==> src/rtl/load_unit.sv <==
// Load unit: issues one or two aligned word reads per load request and returns
// the byte-lane aligned, sign/zero-extended result (or a fault) as a one-cycle pulse.
module load_unit #(
  parameter int XLEN           = 32,
  parameter bit MISALIGN_SPLIT = 1'b1
) (
  input  logic            clk,
  input  logic            rst,
  input  logic            reqValid,
  output logic            reqReady,
  input  logic [XLEN-1:0] reqAddr,
  input  logic [2:0]      loadCtrl,
  output logic            memReqValid,
  input  logic            memReqReady,
  output logic [XLEN-1:0] memAddr,
  input  logic            memRspValid,
  input  logic [XLEN-1:0] memRspData,
  output logic            respValid,
  output logic [XLEN-1:0] respData,
  output logic            loadFault
);
  localparam int NB = XLEN / 8;
  localparam int OW = $clog2(NB);

  typedef enum logic [2:0] {
    IDLE  = 3'd0,
    REQ0  = 3'd1,
    WAIT0 = 3'd2,
    REQ1  = 3'd3,
    WAIT1 = 3'd4,
    DONE  = 3'd5
  } state_t;

  state_t          state_r;
  logic [2:0]      ctrl_r;
  logic [OW-1:0]   offset_r;
  logic            cross_r;
  logic            fault_r;
  logic [XLEN-1:0] beat0_r;
  logic [XLEN-1:0] beat1_r;

  logic [4:0]      sizeBytes_s;
  logic [4:0]      span_s;
  logic            crossing_s;
  logic            illegal_s;
  logic [XLEN-1:0] raw_s;
  logic [XLEN-1:0] ext_s;

  // Request decode: access size, word crossing and illegal encodings
  always_comb begin
    sizeBytes_s = 5'd1 << loadCtrl[1:0];
    span_s      = 5'(reqAddr[OW-1:0]) + sizeBytes_s;
    crossing_s  = (span_s > 5'(NB));
    illegal_s   = (loadCtrl == 3'b111) ||
                  ((XLEN == 32) && ((loadCtrl == 3'b011) || (loadCtrl == 3'b110)));
  end

  // Lane alignment of the two-beat window, then sign/zero extension
  always_comb begin
    raw_s = XLEN'({beat1_r, beat0_r} >> {offset_r, 3'b000});
    case (ctrl_r)
      3'b000:  ext_s = XLEN'($signed(raw_s[7:0]));
      3'b001:  ext_s = XLEN'($signed(raw_s[15:0]));
      3'b010:  ext_s = XLEN'($signed(raw_s[31:0]));
      3'b011:  ext_s = raw_s;
      3'b100:  ext_s = XLEN'(raw_s[7:0]);
      3'b101:  ext_s = XLEN'(raw_s[15:0]);
      3'b110:  ext_s = XLEN'(raw_s[31:0]);
      default: ext_s = '0;
    endcase
  end

  // Request sequencing, beat capture and registered result outputs
  always_ff @(posedge clk or posedge rst) begin
    if (rst) begin
      state_r     <= IDLE;
      reqReady    <= 1'b1;
      memReqValid <= 1'b0;
      memAddr     <= '0;
      respValid   <= 1'b0;
      respData    <= '0;
      loadFault   <= 1'b0;
      ctrl_r      <= 3'b000;
      offset_r    <= '0;
      cross_r     <= 1'b0;
      fault_r     <= 1'b0;
      beat0_r     <= '0;
      beat1_r     <= '0;
    end else begin
      respValid <= 1'b0;
      loadFault <= 1'b0;
      case (state_r)
        IDLE: begin
          if (reqValid) begin
            ctrl_r   <= loadCtrl;
            offset_r <= reqAddr[OW-1:0];
            cross_r  <= crossing_s;
            beat0_r  <= '0;
            beat1_r  <= '0;
            reqReady <= 1'b0;
            memAddr  <= {reqAddr[XLEN-1:OW], {OW{1'b0}}};
            if (illegal_s || (crossing_s && !MISALIGN_SPLIT)) begin
              fault_r <= 1'b1;
              state_r <= DONE;
            end else begin
              fault_r     <= 1'b0;
              memReqValid <= 1'b1;
              state_r     <= REQ0;
            end
          end
        end
        REQ0: begin
          if (memReqReady) begin
            memReqValid <= 1'b0;
            state_r     <= WAIT0;
          end
        end
        WAIT0: begin
          if (memRspValid) begin
            beat0_r <= memRspData;
            if (cross_r) begin
              memReqValid <= 1'b1;
              memAddr     <= memAddr + XLEN'(NB);
              state_r     <= REQ1;
            end else begin
              state_r <= DONE;
            end
          end
        end
        REQ1: begin
          if (memReqReady) begin
            memReqValid <= 1'b0;
            state_r     <= WAIT1;
          end
        end
        WAIT1: begin
          if (memRspValid) begin
            beat1_r <= memRspData;
            state_r <= DONE;
          end
        end
        DONE: begin
          respValid <= 1'b1;
          loadFault <= fault_r;
          respData  <= fault_r ? '0 : ext_s;
          reqReady  <= 1'b1;
          state_r   <= IDLE;
        end
        default: begin
          memReqValid <= 1'b0;
          reqReady    <= 1'b1;
          state_r     <= IDLE;
        end
      endcase
    end
  end
endmodule

==> config.mk <==
export PLATFORM = sky130hd
export DESIGN_NAME = load_unit
export DESIGN_NICKNAME = d
export VERILOG_FILES = /design/src/rtl/load_unit.sv
export SDC_FILE = /design/constraint.sdc
export NUM_CORES = 1
export LEC_CHECK = 0
export ABC_AREA = 1
export BUFFER_PORTS_ARGS = -buffer_cell sky130_fd_sc_hd__buf_2
export CAP_MARGIN = 25
export CORE_MARGIN = 5
export CORE_UTILIZATION = 37
export DETAILED_ROUTE_END_ITERATION = 6
export GPL_TIMING_DRIVEN = 0
export MAX_ROUTING_LAYER = met4
export PLACE_DENSITY_LB_ADDON = 0.05
export SLEW_MARGIN = 20
export SYNTH_ARGS = -nofsm -noshare
export SYNTH_HDL_FRONTEND = slang
export SYNTH_SLANG_ARGS = --single-unit
==> constraint.sdc <==
create_clock -name clk -period 3.55 [get_ports clk]
set_input_delay 0.1775 -clock clk [delete_from_list [all_inputs] [get_ports clk]]
set_output_delay 0.1775 -clock clk [all_outputs]
set_load 0.02 [all_outputs]
== After elaboration in Yosys (flattened, before gate mapping) ==
Cells that the tools add are included.

* Add/subtract/negate cells: 2
* $lt $le $gt $ge: 1
* Equal/unequal tests: 22
* Shifts and indexed selects: 2
* Multiplexer cells: 29
* Bitwise operators: 2
* Reductions and logical operators: 17

{| class="wikitable"
|+ Operator list
! kind !! number
|-
| two-way mux 32 bit || 6
|-
| case mux 32 bit (2 select lines) || 3
|-
| case mux 32 bit (5 select lines) || 1
|-
| right shift 64 x 5 -> 32 bit || 1
|-
| adder 32 x 3 -> 32 bit (second input constant) || 1
|-
| == test 3 bit (second input constant) || 7
|-
| two-way mux 3 bit || 7
|-
| == test 3 x 2 -> 1 bit (second input constant) || 5
|-
| case mux 3 bit (5 select lines) || 1
|-
| != test 2 bit (second input constant) || 7
|-
| two-way mux 1 bit || 9
|-
| == test 3 x 1 -> 1 bit (second input constant) || 2
|-
| zero test 3 bit || 2
|-
| AND reduction 3 bit || 2
|-
| AND reduction 6 bit || 1
|-
| adder 2 x 5 -> 5 bit || 1
|-
| greater-than comparator 5 x 3 -> 1 bit (second input constant) || 1
|-
| AND reduction 5 bit || 1
|-
| left shift 1 x 2 -> 5 bit (first input constant) || 1
|-
| case mux 1 bit (4 select lines) || 1
|-
| AND reduction 2 bit || 2
|-
| AND reduction 4 bit || 1
|-
| nonzero test 2 bit || 2
|-
| OR reduction 2 bit || 2
|-
| other kinds (6) || 8
|}

* Bits in registers: 142
* Input port bits: 72
* Output and inout bits: 68
* Logic and storage cells: 88

== Logic depth before layout (Yosys ltp) ==
Gate-level depths: netlist (run 1).

* Word-level depth: 6
* Gate-level depth with buffers: 11
* Mapped depth without buffers: 11

== Worst setup path before layout (run 1) ==
OpenSTA, ideal clock, no wires.

* Path kind: register to register
* Start: reg memAddr[3]
* End: reg memAddr[30]
* Setup time: 117 ps
* Arrival time: 1533 ps
* Data required time: 3433 ps
* Slack: 1900 ps
* Stages on the path, launching flop included: 11
* Buffers on the path: 0
* Clock period less this slack: 1650 ps
* Cells stage by stage: dfrtp_1 > ha_1 > nand2_1 > nor2_1 > nand2_1 > nor2_2 > nand2_1 > nand2_1 > nand3_1 > nand2_1 > nand2_1

* Longest elaborated chain between the ends: 4

{| class="wikitable"
|+ RTL lines
! element !! RTL line !! source
|-
| start: declaration || 15 || <nowiki>output logic [XLEN-1:0] memAddr,</nowiki>
|-
| start signal: assignment || 101 || <nowiki>memAddr <= {reqAddr[XLEN-1:OW], {OW{1'b0}}};</nowiki>
|-
| start signal: assignment || 123 || <nowiki>memAddr <= memAddr + XLEN'(NB);</nowiki>
|-
| adder 32 x 3 -> 32 bit || 123 ||
|-
| two-way mux 32 bit || 121 || <nowiki>if (cross_r) begin</nowiki>
|-
| two-way mux 32 bit || 119 || <nowiki>if (memRspValid) begin</nowiki>
|-
| case mux 32 bit (2 select lines) || 92 || <nowiki>case (state_r)</nowiki>
|}

No other way between the ends. The select of a mux whose other input is x is not followed.
A chain may end at the register's enable or synchronous reset.

== Worst setup path after layout (run 1) ==
* Start: reg memAddr[3]
* End: reg memAddr[28]

The elaborated chain is that of the path after synthesis.

==> flow_metrics.py, run 1 <==
metrics = {
    "min_path": {
        "hp-class": "in2reg",
    },
    "grt": {
        "met2_usage": 0.3638,
        "grt_start_max_net_pins": 32,
        "grt_pass1_wl_um": 42750,
        "busiest_layer": "met2",
        "grtUsageTotal": 0.2314,
        "gr-usage-met3": 0.04216,
        "grt_antenna_before_repair": 4,
        "grt_util_met1": 0.3090,
        "overflow": 0,
        "grt_pass1_vias": 7602,
    },
    "power_and_ir_drop": {
        "power.density_cell_area_mw_per_mm2": 964.0,
        "ir_worst_vdd_mv": 0.3459,
        "p_switching_mw": 4.517,
        "power.leakage_nw": 4.899,
        "pwr-share-comb": 0.516,
        "p_clk_frac": 0.199,
        "sequentialPowerShare": 0.286,
        "swShare": 0.4827,
        "p_int_mw": 4.840,
    },
    "synthesis": {
        "yosysTopAreaCell": "dfrtp_1",
        "ys_warn_count": 0,
        "synth_commonest_cells": "nand2_1 (337), dfrtp_1 (131), o21ai_0 (128)",
        "yosysMostFrequentCell": "nand2_1",
        "netlist.area_leader.share": 0.4150,
        "synthCells": 1096,
        "ys_ff_latch": 132,
        "synth_ff_type": "dfrtp_1",
        "synth_edf_count": 0,
        "async_flop_share": 1.000,
        "syn_area_mm2": 0.007900,
        "seq_area_frac_synth": 0.4183,
        "syn_avg_cell_area_um2": 7.208,
        "ys_top_cells_by_area": "dfrtp_1 (41%), nand2_1 (16%), o21ai_0 (8.1%), nand3_1 (7.0%), inv_1 (4.7%)",
        "ys_types": 39,
    },
    "setup_path": {
        "critPathRequiredTime_ns": 3.86,
        "crit_chain": "ha_1 > nand2_1 > nor2_1 > nand2_1 > nor2_1 > nand2_1 > nand2_1 > nand3_1 > nand2_1 > nand2_1",
        "crit_path_max_fanout": 7,
        "critPathSlowestCell": "dfrtp_1",
        "max_stage_delay_ns": 0.39,
        "critPathArrivalTime_ns": 2.42,
        "end_kind": "flip-flop",
        "start_kind": "flip-flop",
        "timing_worst_setup_path_type": "reg2reg",
        "crit_top_cell": "nand2_1",
    },
    "detailed_routing": {
        "vias_per_cell": 4.937,
        "routedWlPerCell_um": 17.12,
        "ant_nets": 0,
        "wirelength_um": 26600,
        "drc_errors": 0,
        "initialDrtViolationCount": 550,
        "drtPass1Iterations": 5,
        "vias": 7672,
    },
    "sta": {
        "fin_setup_tns_ns": 0,
        "fmax_mhz": 474.4,
        "finalHoldViolations": 0,
        "skew_ns": 0.01648,
        "period_minus_slack_ns": 2.108,
        "fin_hold_ws_ns": 0.01019,
        "slew_viol_final": 0,
        "max-slew-margin-rel": 0.5097,
        "worst_slew_pin_slew_ns": 0.7354,
        "rsz0062_at_grt": "no",
        "setup_viol": 0,
        "fin_crit_sh": 0.5938,
    },
    "flow_run": {
        "drv_cap": 0,
    },
    "outcome": {
        "outcome": "finished clean",
    },
    "die": {
        "dieArea_mm2": 0.02437,
        "io_pins": 140,
        "rows": 53,
        "core_mm2": 0.02102,
        "die_y_um": 156.1,
        "die_w_um": 156.1,
        "initial_core_util": 0.3758,
    },
    "clock_network": {
        "clock_latency_ns": 0.43,
        "cts_resized": 0,
        "clock-sinks": 132,
        "ctsRootBufferMaster": "clkbuf_16",
        "post_cts.repair.setup_buffers": 0,
        "cts-buffers-inserted": 17,
        "clk_pin_slew_ns": 0.06,
        "tritoncts": "done",
        "htreeDepth": 4,
        "clockBufferDepth": 2,
    },
    "place": {
        "numPortBuffers": 137,
        "place_area_mm2": 0.009017,
        "hpwl_um": 20540,
        "place_congestion": 0.8964,
        "place_inst": 1513,
    },
    "finish": {
        "final_layout_size_suffix_gt1_frac": 0.2314,
        "post_layout_nonfiller_instances": 1554,
        "stdcell_area_mm2": 0.009707,
        "area_delta_synth_final_pct": 22.87,
        "fillers": 2243,
        "finalNetCount": 1340,
    },
}
==> sequential cells by signal, indices dropped and copies added (netlist names) <==
signal,count
offset_r,2
respValid,1
cross_r,1
memReqValid,1
beat1_r,24
fault_r,1
state_r,3
reqReady,1
memAddr,30
respData,32
ctrl_r,3
loadFault,1
beat0_r,32
==> power by group through the flow <==
stage / logic [mW] / clock network [mW] / registers (mW)
6_report: 4.82 / 1.86 / 2.67
3_5_place_dp: 4.84 / 0 / 2.69
5_1_grt: 5.39 / 1.95 / 2.76
4_1_cts: 4.86 / 1.89 / 2.67
3_3_place_gp: 4.81 / 0 / 2.69
2_1_floorplan: 2.98 / 0 / 2.92
==> area by class of cell <==
| type | instances | area, um^2 | share of cell area |
|---|---|---|---|
| flip-flops and latches | 132 | 3304 | 0.3404 |
| diodes | 4 | 10.01 | 0.001031 |
| clock buffers | 22 | 484.2 | 0.04988 |
| well taps | 275 | 344.1 | 0.03545 |
| inverters | 105 | 400.4 | 0.04125 |
| repair buffers | 148 | 835.8 | 0.08610 |
| multi-input cells | 802 | 3847 | 0.3964 |
| plain buffers | 58 | 355.3 | 0.03661 |
| clock inverters | 8 | 125.1 | 0.01289 |
==> logic make-up (layout without fill, tap and decap cells) <==
group                    after synthesis  count (layout)  synth area share
AO/OA/AOI/OAI                        201             201            0.1376
XOR/XNOR                               1               1          0.001109
adder cells (fa/ha/maj)                4               4          0.007286
buffers and inverters                163             341           0.09519
flip-flops                           132             132            0.4183
other                                  1               6         0.0004747
AND/OR/NAND/NOR                      594             594            0.3400
==> worst max-delay path, delay by kind of cell, from the launching register on <==
kind / cells / cell delay [ns]
and+or+nand+nor: 9 / 1.40
DFF: 1 / 0.39
adders and majority gates: 1 / 0.21
==> layer usage <==
metal  vias up  wire, um
li1       3864         -
met1      3590     12310
met2       192     12460
met3        26      1316
met4         0       515
met5         -         0
==> placed cells by master (no fill, tap or decap), drive strengths merged <==
master	n
o211ai	3
o21ai	152
nor2	99
and2	1
dfrtp	131
xor2	1
diode	4
clkinvlp	5
a21oi	40
dfstp	1
a21boi	1
nand3b	2
a211o	1
buf	186
nand4	3
o22ai	3
clkinv	1
bufinv	3
clkbuf	35
nand3	130
dlygate4sd3	7
conb	2
fa	1
ha	3
nor3	3
o21a	1
or2	11
inv	104
nand2	345
==> per-stage QoR <==
stage	setup slack, ns	utilization	total power, mW
5_1_grt	1.244	0.4618	10.11
4_1_cts	1.459	0.4613	9.422
2_1_floorplan	1.736	-	5.903
6_report	1.442	0.4618	9.358
3_3_place_gp	0.6363	0.4252	7.500
3_5_place_dp	1.475	0.4290	7.527
==> final timing paths <==
| path | from | endpoint | slack (ns) | depth (start not counted) |
|---|---|---|---|---|
| max in group asynchronous | rst | reqReady | 2.14 | 6 |
| hold reg to reg | reqReady | reqReady | 0.46 | 2 |
| hold / removal | memRspData[31] | beat0_r[31] | 0.01 | 3 |
| setup reg to reg | memAddr[3] | memAddr[28] | 1.44 | 10 |
| setup / recovery | memAddr[3] | memAddr[28] | 1.44 | 10 |
| min in group asynchronous | rst | beat1_r[11] | 0.35 | 3 |
==> repair_timing <==
item                       4_1_cts  5_1_grt
setup endpoints to repair        0        0
hold buffers                     7        0
hold endpoints to repair        28        0
Note: power is estimated with default switching activity, not from simulation.
==> inputs of run 2 (changes only) <==
==> constraint.sdc (replaced) <==
create_clock -name clk -period 2.2 [get_ports clk]
set_input_delay 0.11 -clock clk [delete_from_list [all_inputs] [get_ports clk]]
set_output_delay 0.11 -clock clk [all_outputs]
set_load 0.02 [all_outputs]
==> run 2 against run 1 <==
- critical path depth shrank 3
- global-route usage grew 0.29 points
- first-iteration DRC count grew 8.7%
- largest power group unchanged
- non-clock buffer count grew 33
- worst hold slack is essentially flat
- cell count grew 1.9%
- highest routed layer unchanged
- cell area grew 3.4%
==> flow_metrics.py, run 2 (same netlist as run 1, synthesis figures left out) <==
metrics = {
    "sta": {
        "period_minus_slack_ns": 1.937,
        "fin_hold_ws_ns": 0.01044,
        "rsz0062_at_grt": "no",
        "skew_ns": 0.02065,
        "max-slew-margin-rel": 0.5045,
        "fmax_mhz": 516.4,
        "setup_viol": 0,
        "fin_crit_sh": 0.8803,
        "finalHoldViolations": 0,
        "worst_slew_pin_slew_ns": 0.7432,
        "slew_viol_final": 0,
    },
    "finish": {
        "area_delta_synth_final_pct": 27.08,
        "multiInputGateArea_mm2": 0.003857,
        "top_regs": "beat0_r (32), respData (32), memAddr (30)",
        "layout_commonest_cell": "nand2_1",
        "seqCellArea_mm2": 0.003304,
        "finalNetCount": 1373,
        "fillers": 2217,
        "layout_common_cells": "nand2_1 (336), buf_2 (163), dfrtp_1 (131), o21ai_0 (128), nand3_1 (111)",
        "final_layout_size_suffix_gt1_frac": 0.2271,
        "final_util": 0.4776,
    },
    "setup_path": {
        "max_stage_delay_ns": 0.46,
        "worstReg2RegEnd": "beat0_r[9]",
        "path_buf_inv": 3,
        "start_kind": "flip-flop",
        "crit_path_max_fanout": 10,
        "r2r_start": "state_r[0]",
        "crit_chain": "inv_2 > nand2_4 > nor2_8 > buf_4 > clkbuf_1 > nand3_1 > o21ai_1",
        "end_kind": "flip-flop",
        "r2r_cells": 7,
        "critical-path-top-delay-family": "buffers and inverters",
        "critPathSlowestCell": "clkbuf_1",
        "reg2reg_setup_slack_ns": 0.26,
        "timing_worst_setup_path_type": "reg2reg",
        "critPathRequiredTime_ns": 2.53,
        "critPathArrivalTime_ns": 2.27,
    },
    "flow_run": {
        "drv_cap": 0,
    },
    "outcome": {
        "outcome": "finished clean",
    },
    "min_path": {
        "holdPathStages": 3,
        "hold_start": "reqAddr[10]",
        "hp-class": "in2reg",
        "min_to": "memAddr[10]",
    },
    "die": {
        "die_w_um": 156.1,
        "io_pins": 140,
        "die_y_um": 156.1,
        "dieArea_mm2": 0.02437,
        "rows": 53,
        "initial_core_util": 0.3758,
        "core_mm2": 0.02102,
    },
    "clock_network": {
        "clock_latency_ns": 0.43,
        "clockBufferDepth": 2,
        "cts-buffers-inserted": 17,
        "clock-sinks": 132,
        "tritoncts": "done",
        "ctsRootBufferMaster": "clkbuf_16",
        "clk_pin_slew_ns": 0.06,
        "htreeDepth": 4,
    },
    "detailed_routing": {
        "ant_nets": 0,
        "routedWlPerCell_um": 17.01,
        "drtPass1Iterations": 4,
        "drc_errors": 0,
        "vias_per_cell": 4.953,
        "wirelength_um": 26950,
        "vias": 7846,
        "initialDrtViolationCount": 598,
    },
    "power_and_ir_drop": {
        "ir_worst_vdd_mv": 0.5531,
        "power.leakage_nw": 5.038,
        "power.density_cell_area_mw_per_mm2": 1511,
    },
    "place": {
        "hpwl_um": 20540,
        "place_congestion": 0.8964,
        "numPortBuffers": 137,
    },
    "grt": {
        "grt_start_max_net_pins": 32,
        "grt_pass1_vias": 7769,
        "grtUsageTotal": 0.2344,
        "grt_antenna_before_repair": 1,
        "grt_pass1_wl_um": 43390,
        "overflow": 0,
    },
}
==> run 2: how the worst max path moves through the flow <==
stage	startpoint	end	slack, ns	depth (start not counted)
final	state_r[0]	beat0_r[9]	0.26	7
after global routing	memAddr[2]	memAddr[12]	0.09	9
after CTS	memAddr[2]	memAddr[28]	0.11	10
after detailed placement	memAddr[3]	memAddr[28]	0.13	10
after global placement	rst	state_r[2]	-0.65	2
after floorplan	rst	beat0_r[0]	0.45	1
==> run 2: where the power goes <==
part	leakage (nW)	switching (mW)	internal, mW
sequential	1.72	0.866	3.45
combinational	3.03	5.33	2.51
clock	0.286	1.12	1.89
total	5.04	7.32	7.85
==> run 2: area by class of cell <==
cell class              instances  area share
clock inverters                 8     0.01246
diodes                          1   0.0002493
well taps                     275     0.03427
plain buffers                  58     0.03539
clock buffers                  22     0.04823
multi-input cells             802      0.3842
inverters                     105     0.03988
flip-flops and latches        132      0.3291
repair buffers                181      0.1162
==> run 2: repair_timing <==
item                                    CTS  global route
resized for setup                         0             3
hold buffers                             40             0
endpoints found under the setup margin    0             3
endpoints found under the hold margin    82             0
setup buffers                             0             0
==> run 2: worst reg2reg max path, stage by stage (launching register included) <==
cell and delay (ns):
dfrtp_1 0.45, inv_2 0.14, nand2_4 0.08, nor2_8 0.19, buf_4 0.26, clkbuf_1 0.46
nand3_1 0.15, o21ai_1 0.11
==> run 2: layer usage <==
metal,up-vias,global-route usage,wire (um)
met5,-,-,0
met4,0,0.06281,531
met3,28,0.03800,1250
met2,211,0.3726,12700
met1,3678,0.3127,12470
li1,3929,-,-
==> run 2: per-stage QoR <==
stage	instances	power (mW)	area [um^2]	setup TNS (ns)	worst slack [ns]
2_1_floorplan	1097	9.525	7908	0	0.4536
3_3_place_gp	1509	12.10	8937	-82.67	-0.6462
3_5_place_dp	1513	12.15	9017	0	0.1251
4_1_cts	1583	15.25	10030	0	0.1093
5_1_grt	1584	16.37	10040	0	0.08673
6_report	1584	15.17	10040	0	0.2634
